$ cat src/rtl/sd_step_pkg.sv
// sd_step_pkg: shared state encoding for the single-step controller
package sd_step_pkg;
    localparam int ST_W = 3;
    typedef enum logic [ST_W-1:0] {ST_IDLE, ST_ARM, ST_PULSE, ST_LOW, ST_WAIT} step_state_t;
endpackage

$ cat src/rtl/sd_step_cap_fifo.sv
// sd_step_cap_fifo: capture buffer; a push on full without a same-cycle pop is dropped and flagged
module sd_step_cap_fifo #(
    parameter int width = 32,
    parameter int depth = 4
) (
    input  logic             clk,
    input  logic             rst,
    input  logic             push,
    input  logic [width-1:0] push_data,
    input  logic             pop,
    output logic             empty,
    output logic             drop,
    output logic [width-1:0] rd_data
);
    localparam int AW = $clog2(depth);
    localparam logic [AW:0] FULL = (AW+1)'(depth);
    logic [width-1:0] mem_q [depth];
    logic [AW-1:0] wr_q, wr_d, rd_q, rd_d;
    logic [AW:0] cnt_q, cnt_d;
    logic full, do_push, do_pop;
    // pointer and occupancy update; a pop frees the slot a same-cycle push needs
    always_comb begin
        full = cnt_q == FULL;
        do_pop = pop && cnt_q != '0;
        do_push = push && (!full || do_pop);
        drop = push && !do_push;
        wr_d = wr_q + AW'(do_push);
        rd_d = rd_q + AW'(do_pop);
        cnt_d = cnt_q + (AW+1)'(do_push) - (AW+1)'(do_pop);
    end
    // pointer registers
    always_ff @(posedge clk) begin
        if (rst) begin
            wr_q <= '0;
            rd_q <= '0;
            cnt_q <= '0;
        end else begin
            wr_q <= wr_d;
            rd_q <= rd_d;
            cnt_q <= cnt_d;
        end
    end
    // storage; contents are irrelevant while empty so no reset
    always_ff @(posedge clk) begin
        if (do_push) mem_q[wr_q] <= push_data;
    end
    assign empty = cnt_q == '0;
    assign rd_data = mem_q[rd_q];
endmodule

$ cat src/rtl/sd_step_ctrl.sv
// sd_step_ctrl: runs N single-steps of the shim, retrying pulses until each step yields one transfer
module sd_step_ctrl
    import sd_step_pkg::*;
#(
    parameter int width = 32,
    parameter int cntw = 8,
    parameter int depth = 4,
    parameter int retry_gap = 16,
    parameter int max_tries = 4
) (
    input  logic             clk,
    input  logic             rst,
    input  logic             cmd_srdy,
    output logic             cmd_drdy,
    input  logic [cntw-1:0]  cmd_count,
    output logic             step_en,
    output logic             step,
    input  logic             mon_srdy,
    input  logic             mon_drdy,
    input  logic [width-1:0] mon_data,
    output logic             cap_srdy,
    input  logic             cap_drdy,
    output logic [width-1:0] cap_data,
    output logic             busy,
    output logic [cntw-1:0]  done_cnt,
    output logic             timeout,
    output logic             overflow
);
    localparam int GW = $clog2(retry_gap + 1);
    localparam int TW = $clog2(max_tries + 1);
    step_state_t state_q, state_d;
    logic [cntw-1:0] n_q, n_d, done_q, done_d;
    logic [TW-1:0] tries_q, tries_d;
    logic [GW-1:0] gap_q, gap_d;
    logic got_q, got_d, step_en_q, step_en_d, timeout_q, timeout_d, overflow_q, overflow_d;
    logic counted, cap_empty, cap_drop;
    // got_q blocks a second transfer being credited to the pulse that already produced one
    assign counted = state_q != ST_IDLE && mon_srdy && mon_drdy && !got_q;
    sd_step_cap_fifo #(.width(width), .depth(depth)) u_fifo (
        .clk(clk),
        .rst(rst),
        .push(counted),
        .push_data(mon_data),
        .pop(cap_drdy),
        .empty(cap_empty),
        .drop(cap_drop),
        .rd_data(cap_data)
    );
    // next-state: command accept, pulse sequencing, retry/timeout, transfer accounting
    always_comb begin
        state_d = state_q;
        n_d = n_q;
        done_d = done_q;
        tries_d = tries_q;
        gap_d = gap_q;
        got_d = got_q;
        step_en_d = step_en_q;
        timeout_d = timeout_q;
        overflow_d = overflow_q | cap_drop;
        if (counted) begin
            done_d = done_q + cntw'(1);
            tries_d = '0;
            got_d = 1'b1;
        end
        case (state_q)
            ST_IDLE: begin
                if (cmd_srdy) begin
                    done_d = '0;
                    step_en_d = cmd_count != '0;
                    if (cmd_count != '0) begin
                        n_d = cmd_count;
                        tries_d = '0;
                        got_d = 1'b0;
                        timeout_d = 1'b0;
                        overflow_d = 1'b0;
                        state_d = ST_ARM;
                    end
                end
            end
            ST_ARM: state_d = ST_PULSE;
            ST_PULSE: state_d = ST_LOW;
            ST_LOW: begin
                gap_d = '0;
                state_d = (got_q || counted) ? ST_PULSE : ST_WAIT;
            end
            ST_WAIT: begin
                if (counted) begin
                    state_d = ST_PULSE;
                end else if (gap_q == GW'(retry_gap - 1)) begin
                    gap_d = '0;
                    tries_d = tries_q + TW'(1);
                    timeout_d = tries_d == TW'(max_tries);
                    state_d = timeout_d ? ST_IDLE : ST_PULSE;
                end else begin
                    gap_d = gap_q + GW'(1);
                end
            end
            default: state_d = ST_IDLE;
        endcase
        if (counted && done_d == n_q) state_d = ST_IDLE;
        if (state_d == ST_PULSE && state_q != ST_PULSE) got_d = 1'b0;
    end
    // state registers
    always_ff @(posedge clk) begin
        if (rst) begin
            state_q <= ST_IDLE;
            n_q <= '0;
            done_q <= '0;
            tries_q <= '0;
            gap_q <= '0;
            got_q <= 1'b0;
            step_en_q <= 1'b0;
            timeout_q <= 1'b0;
            overflow_q <= 1'b0;
        end else begin
            state_q <= state_d;
            n_q <= n_d;
            done_q <= done_d;
            tries_q <= tries_d;
            gap_q <= gap_d;
            got_q <= got_d;
            step_en_q <= step_en_d;
            timeout_q <= timeout_d;
            overflow_q <= overflow_d;
        end
    end
    assign cmd_drdy = state_q == ST_IDLE;
    assign busy = !cmd_drdy;
    assign step = state_q == ST_PULSE;
    assign step_en = step_en_q;
    assign cap_srdy = !cap_empty;
    assign done_cnt = done_q;
    assign timeout = timeout_q;
    assign overflow = overflow_q;
endmodule

$ cat config.mk
export PLATFORM = sky130hd
export DESIGN_NAME = sd_step_ctrl
export DESIGN_NICKNAME = d
export VERILOG_FILES = /design/src/rtl/sd_step_pkg.sv /design/src/rtl/sd_step_cap_fifo.sv /design/src/rtl/sd_step_ctrl.sv
export SDC_FILE = /design/constraint.sdc
export NUM_CORES = 1
export LEC_CHECK = 0
export CAP_MARGIN = 40
export CORE_ASPECT_RATIO = 0.7
export CORE_MARGIN = 5
export CORE_UTILIZATION = 45
export DETAILED_ROUTE_END_ITERATION = 8
export MAX_ROUTING_LAYER = met4
export PLACE_DENSITY = 0.79
export REMOVE_ABC_BUFFERS = 1
export SLEW_MARGIN = 20
export SYNTH_ARGS = -nofsm -noshare
export SYNTH_HDL_FRONTEND = slang
export SYNTH_HIERARCHICAL = 1
export SYNTH_SLANG_ARGS = --single-unit
export TNS_END_PERCENT = 5
$ cat constraint.sdc
create_clock -name clk -period 6.9 [get_ports clk]
set_input_delay 1.38 -clock clk [delete_from_list [all_inputs] [get_ports clk]]
set_output_delay 1.38 -clock clk [all_outputs]
set_load 0.1 [all_outputs]
==> results.md, run 1 <==
- Setup crit start kind: primary input
- CP required: between 6 and 7 ns
- Outcome: complete, no violations
- TritonCTS clock tree: built
- CP max-delay cell: nor4bb_4
- Final Hold Viols: 0
- Clk sink count: 166
- Final wirelength: roughly 15,000 µm
- Min-Delay Path Class: reg2reg
- DRC: 0
- Post-synth top cells: edfxtp_1 (128), dfxtp_1 (38), mux4_2 (31)
- Slew @ Worst Pin: approximately 0.66 ns
- Pre-antenna DRT Iters: 5
- Synthesized area per cell: 15.9 µm²
- Synth Instances: 437
- Top cell type by total area after synthesis: edfxtp_1
- FP Rows: 38
- CP Capture Type: flop
- Initial core utilization: 0.452
- Cell Pwr Density: ~370 nW/µm²
- CTS Hold Bufs: 0
- Root Driver: clkbuf_16
- Critical path class: in2reg
- Full die area: 18,000 µm²
- Crit path DAT: 3.97 ns
- Synth-to-Final Area Change: 36.1%
- HPWL after detailed placement: slightly above 10,000 µm
- Ratio of cells with drive above 1 in the final layout: 0.227
- Post-Layout Cell Count: 794
- Mapped Area: between 6000 and 7000 µm²
- Max-slew headroom: 0.559
- Sum Neg Setup Slack: 0 ns
- Die Wd: around 160 µm
- Fin crit period: 3.89 ns
- Most frequent cell after synthesis: edfxtp_1
- Worst Path Buf+Inv: 3
- Input/output buffers: slightly above 90
- RSZ-0062 raised after global routing: false
- Number of DRC markers in iteration 0: 330
- Worst VDD drop: between 0.15 and 0.2 mV
- Worst hold start: step_en
- Layout Nets: about 640
- Die height: around 110 µm
- DRT antenna net count: 0
- Inst Count DP: roughly 760
- Sequential share of the synthesized area: 0.665
- Synth warn: 6
- H-tree Lvls: 4
- Biggest cell delay along the critical path: 0.64 ns
- Antenna Cells: 0
- Core area: about 15,000 µm²
- TritonCTS Buffers: 17
- Via density per instance: 5.49
- Wire per inst: 19.0 µm
- Setup Skew: between 0.007 and 0.008 ns
- Clk_lat worst skew: about 0.42 ns
- Crit path launch: mon_srdy
- F_max: ~0.26 GHz
- Vias in the first global route: 4,467
- CP max FO: 26
- Ys async rst share: 0
- Max Cap Viol: 0
- RePlAce Congestion: between 0.8 and 0.9
- Worst-case clock buffer depth: 2
- GRT Total Usage: 0.181
- Final period utilization: 0.564
- GRT overflow: 0
- Top-area cell type share of the netlist area: 0.555
- Static Leak: 0.00318 µW
- Setup Viol. Count Final: 0
- Netlist cell types: 70
- EDFF count, synth: between 100 and 150
- Worst path top cell family by delay: buffers and inverters
- I/O pin count: 93
- Ranking of synthesized cells by area: edfxtp_1 (55%), dfxtp_1 (11%), mux4_2 (10%)
- PostCTS Resize Cnt: 0
- Post-CTS Setup Inserts: 0
- Startpoint of the worst register-to-register path: state_q[1]
- First-pass GRT wire length: between 20,000 and 25,000 µm
- Initial antenna violation count: 0
- Pins Over Slew Limit: 0
- Clk slew on worst S/H paths: around 0.060 ns
- #FFs+latches synth: 166
- Top_reg_cell synth: edfxtp_1
- CP cell instances: clkdlybuf4s50_1, o311ai_1, or2_1, inv_2, nor4bb_4, buf_4
- DR vias: 4,361
- Largest net degree at the start of global routing: 34
==> through the flow <==
step	util	instance area, µm²	worst slack [ns]	total power [µW]	hold WS (ns)
finish	0.616	9430	3.01	3470	0.469
detailed placement	0.576	8820	2.60	2530	0.456
floorplan	-	6770	0.991	2020	0.435
global route	0.616	9430	2.82	3600	0.505
CTS	0.616	9430	2.92	3500	0.477
global placement	0.524	8020	2.66	2260	0.444
==> sequential cells by signal (all words and copies together) (netlist names), 3 cells and up <==
signal / flops
u_fifo/cnt_q: 3
u_fifo/mem_q: 128
state_q: 3
n_q: 8
gap_q: 5
done_cnt: 8
tries_q: 3
==> final cells by class <==
cell class | instances | area (µm²)
multi-input cells | 241 | 2160
well taps | 200 | 250
clock buffers | 17 | 425
fillers | 1071 | 5880
clock inverters | 14 | 185
flip-flops and latches | 166 | 4610
repair buffers | 146 | 1760
inverters | 10 | 40.0
==> cell usage in the layout (no fill, tap or decap), types with 5 or more instances in the layout <==
master,n
nand2_1,27
o21ai_0,11
buf_4,5
nor2b_1,8
clkdlybuf4s50_1,92
inv_1,8
nor4_1,6
clkbuf_16,17
ha_1,8
inv_8,6
mux4_2,31
buf_8,44
xnor2_1,8
a21oi_1,25
nor2_1,26
buf_16,5
edfxtp_1,128
a211oi_1,6
nand3_1,7
nor3_1,8
dfxtp_1,36
==> tightest hold or removal path, stage by stage, from the launching register on <==
cell and delay, ns:
dfxtp_1 0.32, nand2_1 0.05, a21oi_1 0.05
==> metal layers <==
layer,vias to the layer above,share of wire,track usage
li1,2015,-,-
met1,2185,0.44,0.243
met4,0,0.0080,0.0466
met2,148,0.49,0.280
met5,-,0,-
met3,13,0.066,0.0466
==> where the power goes <==
group	total [µW]	leakage, µW	internal (µW)	switching, µW
registers	1200	0.00146	1110	83.6
logic	1300	0.00142	526	775
clock network	971	0.000294	551	419
==> worst paths after layout <==
check                                      endpoint  slack [ns]  cells past startpoint
worst max register to register  u_fifo/mem_q[2][20]        3.95                      5
worst min register to register              step_en        0.47                      2
worst min-delay path                        step_en        0.47                      2
worst max-delay path            u_fifo/mem_q[2][20]        3.01                      6
==> kinds of logic (layout without fill, tap and decap cells) <==
family                   Yosys count  in the layout  synth area share
flip-flops                       166            166             0.665
AO/OA/AOI/OAI                     67             67            0.0636
XOR/XNOR                          12             12            0.0173
buffers and inverters             30            187            0.0287
multiplexers                      35             35             0.111
adder cells (fa/ha/maj)            9              9            0.0173
AND/OR/NAND/NOR                  118            118            0.0968
No activity file was read; power rests on OpenSTA's default activity.
==> run 2: changes to the inputs <==
PLACE_DENSITY = 0.82   (was 0.79)
clock period = 3.35 ns   (was 6.9 ns; I/O delays follow)
==> run 2 against run 1 <==
Clock-buffer cell count is 1 higher. Sequential power is 98% higher. Critical path depth is 3 lower. Setup slack worse by 2.5 ns. Final area is 8.8% lower. Total power is 87% higher. Cell count is 4.9% lower. Via count is 3.7% lower. Largest power group is now sequential cells.
==> results.md, run 2 (synthesis gave the netlist of run 1 again) <==
- Outcome: complete, no violations
- Post-route cell area: 8600 µm² (-8.8%)
- Final period utilization: 0.837
- First-pass GRT wire length: 23,200 µm (-3.6%)
- DR vias: 4,200 (-3.7%)
- PostCTS Resize Cnt: 0 (unchanged)
- Worst-case clock buffer depth: 2 (unchanged)
- F_max: ~0.36 GHz
- Input/output buffers: 92 (unchanged)
- Min-Delay Path Class: reg2reg
- Worst VDD drop: 0.521 mV (+220%)
- Worst hold start: overflow
- Clk slew on worst S/H paths: 0.07 ns (about the same)
- Sequential power share: 0.367 (+0.022)
- Final Hold Viols: 0 (unchanged)
- Slew @ Worst Pin: 0.677 ns (+0.0151 ns)
- Switching Power: 2510 µW (+97%)
- Max Cap Viol: 0 (unchanged)
- Fin crit period: 2.80 ns
- CP cell instances: buf_4, mux4_1, buf_4
- Initial antenna violation count: 0 (unchanged)
- RSZ-0062 raised after global routing: false
- HPWL after detailed placement: 9680 µm (-3.9%)
- CP max FO: 12 (-54%)
- Setup crit start kind: flop
- Max-slew headroom: 0.541 (-0.0172)
- CP required: 2.68 ns (-4.30 ns)
- Worst path top cell family by delay: multiplexers
- Full die area: 18,000 µm² (unchanged)
- RePlAce Congestion: 0.905 (+2.3%)
- Min-Delay Endpoint: overflow
- Wire per inst: 19.6 µm (+3.2%)
- Critical path class: reg2out
- Commonest non-fill, non-tap cell in the layout: edfxtp_1
- DRT antenna net count: 0 (unchanged)
- TritonCTS clock tree: built
- I/O pin count: 93 (unchanged)
- Sw Ratio: 0.387 (+0.0188)
- Startpoint of the worst register-to-register path: state_q[1]
- FF-to-FF End: u_fifo/cnt_q[1]
- DRC: 0 (unchanged)
- Crit path DAT: 2.13 ns (-1.84 ns)
- Vias in the first global route: 4,313 (-3.4%)
- Synth-to-Final Area Change: 24.1%
- Biggest cell delay along the critical path: 0.63 ns (about the same)
- Die height: 114 µm (unchanged)
- Dpl cell area: 8000 µm² (-9.2%)
- Number of flip-flops in the largest register: 128 (unchanged)
- CP max-delay cell: mux4_1
- GRT Total Usage: 0.175 (-0.00663)
- CP Capture Type: output port
- Layout Nets: 598 (-6.1%)
- GRT overflow: 0 (unchanged)
- Clk_lat worst skew: 0.42 ns (about the same)
- Clk sink count: 166 (unchanged)
- Root Driver: clkbuf_16
- R2R cell count: 9 (+4)
- Overall power: 6490 µW (+87%)
- Cell Pwr Density: 755 nW/µm² (+110%)
- Internal reg-to-reg setup slack: 0.85 ns (-3.10 ns)
- Core area: 15,300 µm² (unchanged)
- Initial core utilization: 0.452 (unchanged)
- Ratio of cells with drive above 1 in the final layout: 0.256 (+0.0286)
- Commonest cells after routing, fill and taps aside: edfxtp_1 (128), buf_4 (58), clkdlybuf4s50_1 (45)
- Clock power share: 0.288 (+0.008)
- Critical path's most frequent cell: buf_4
- Internal Power: 3980 µW (+81%)
- Die Wd: 158 µm (unchanged)
- Fill cell count: 1,185 (+11%)
- Post-CTS Setup Inserts: 0 (unchanged)
- Sum Neg Setup Slack: 0 ns (unchanged)
- Static Leak: 0.00289 µW (-9.0%)
- Antenna Cells: 0 (unchanged)
- Biggest register: u_fifo/mem_q
- Pins Over Slew Limit: 0 (unchanged)
- FP Rows: 38 (unchanged)
- Number of DRC markers in iteration 0: 347 (+5.2%)
- TritonCTS Buffers: 17 (unchanged)
- Hold depth: 1 (-1)
- Pre-antenna DRT Iters: 4 (-1)
- CTS Hold Bufs: 0 (unchanged)
- Worst Path Buf+Inv: 2 (-1)
- Final wirelength: 14,800 µm (-1.8%)
- Setup Skew: 0.0116 ns (+0.00358 ns)
- Combinational group share of total power: 0.345 (-0.030)
- H-tree Lvls: 4 (unchanged)
- Setup Viol. Count Final: 0 (unchanged)
- Via density per instance: 5.56 (+1.3%)
- Largest net degree at the start of global routing: 34 (unchanged)
[run 2: cell count changes in the layout (fill, tap and decap cells not counted), sizes merged]
cell	change
clkbuf	+1
clkdlybuf4s50	-47
clkinv	+3
inv	-3
buf	+8
bufinv	-1
[run 2: worst reg2reg max path, delay by kind of cell, from the launching register on]
kind,cells,cell delay [ns]
adders and majority gates,3,0.78
buffers and inverters,2,0.10
AOI/OAI and AO/OA,1,0.67
and+or+nand+nor,3,0.42
DFF,1,0.42
[run 2: area by class of cell]
type / instances / area [µm²] / area share
flip-flops and latches: 166 / 4610 / 0.536
multi-input cells: 241 / 2160 / 0.251
repair buffers: 107 / 966 / 0.112
clock buffers: 18 / 429 / 0.0499
well taps: 200 / 250 / 0.0291
clock inverters: 13 / 143 / 0.0166
inverters: 10 / 40.0 / 0.00466
[run 2: metal layers]
metal / track usage / vias up / part of all wire
met2: 0.274 / 160 / 0.49
li1: - / 1936 / -
met5: - / - / 0
met1: 0.235 / 2090 / 0.43
met4: 0.0392 / 0 / 0.0083
met3: 0.0413 / 14 / 0.074
[run 2: worst max-delay path by stage]
stage	cells past startpoint	startpoint	endpoint	slack (ns)
floorplan	4	mon_drdy	u_fifo/mem_q[0][0]	-1.85
global placement	11	mon_drdy	u_fifo/cnt_q[2]	0.36
detailed placement	11	mon_srdy	u_fifo/cnt_q[2]	0.27
CTS	3	u_fifo/rd_q[0]	cap_data[27]	0.48
global route	3	u_fifo/rd_q[0]	cap_data[3]	0.42
finish	3	u_fifo/rd_q[0]	cap_data[27]	0.55
[run 2: through the flow]
stage / worst slack, ns / cells / utilization / hold WS, ns
detailed placement: 0.266 / 723 / 0.523 / 0.448
global route: 0.422 / 755 / 0.561 / 0.503
CTS: 0.480 / 754 / 0.560 / 0.472
finish: 0.547 / 755 / 0.561 / 0.474
global placement: 0.356 / 723 / 0.523 / 0.446
floorplan: -1.85 / 417 / - / 0.435
[run 2: power groups by stage]
| stage | combinational, µW | sequential [µW] | clock [µW] |
|---|---|---|---|
| finish | 2240 | 2380 | 1870 |
| detailed placement | 2220 | 2450 | 0 |
| global placement | 2190 | 2440 | 0 |
| global route | 2340 | 2390 | 2000 |
| floorplan | 1660 | 2490 | 0 |
| CTS | 2230 | 2410 | 1900 |
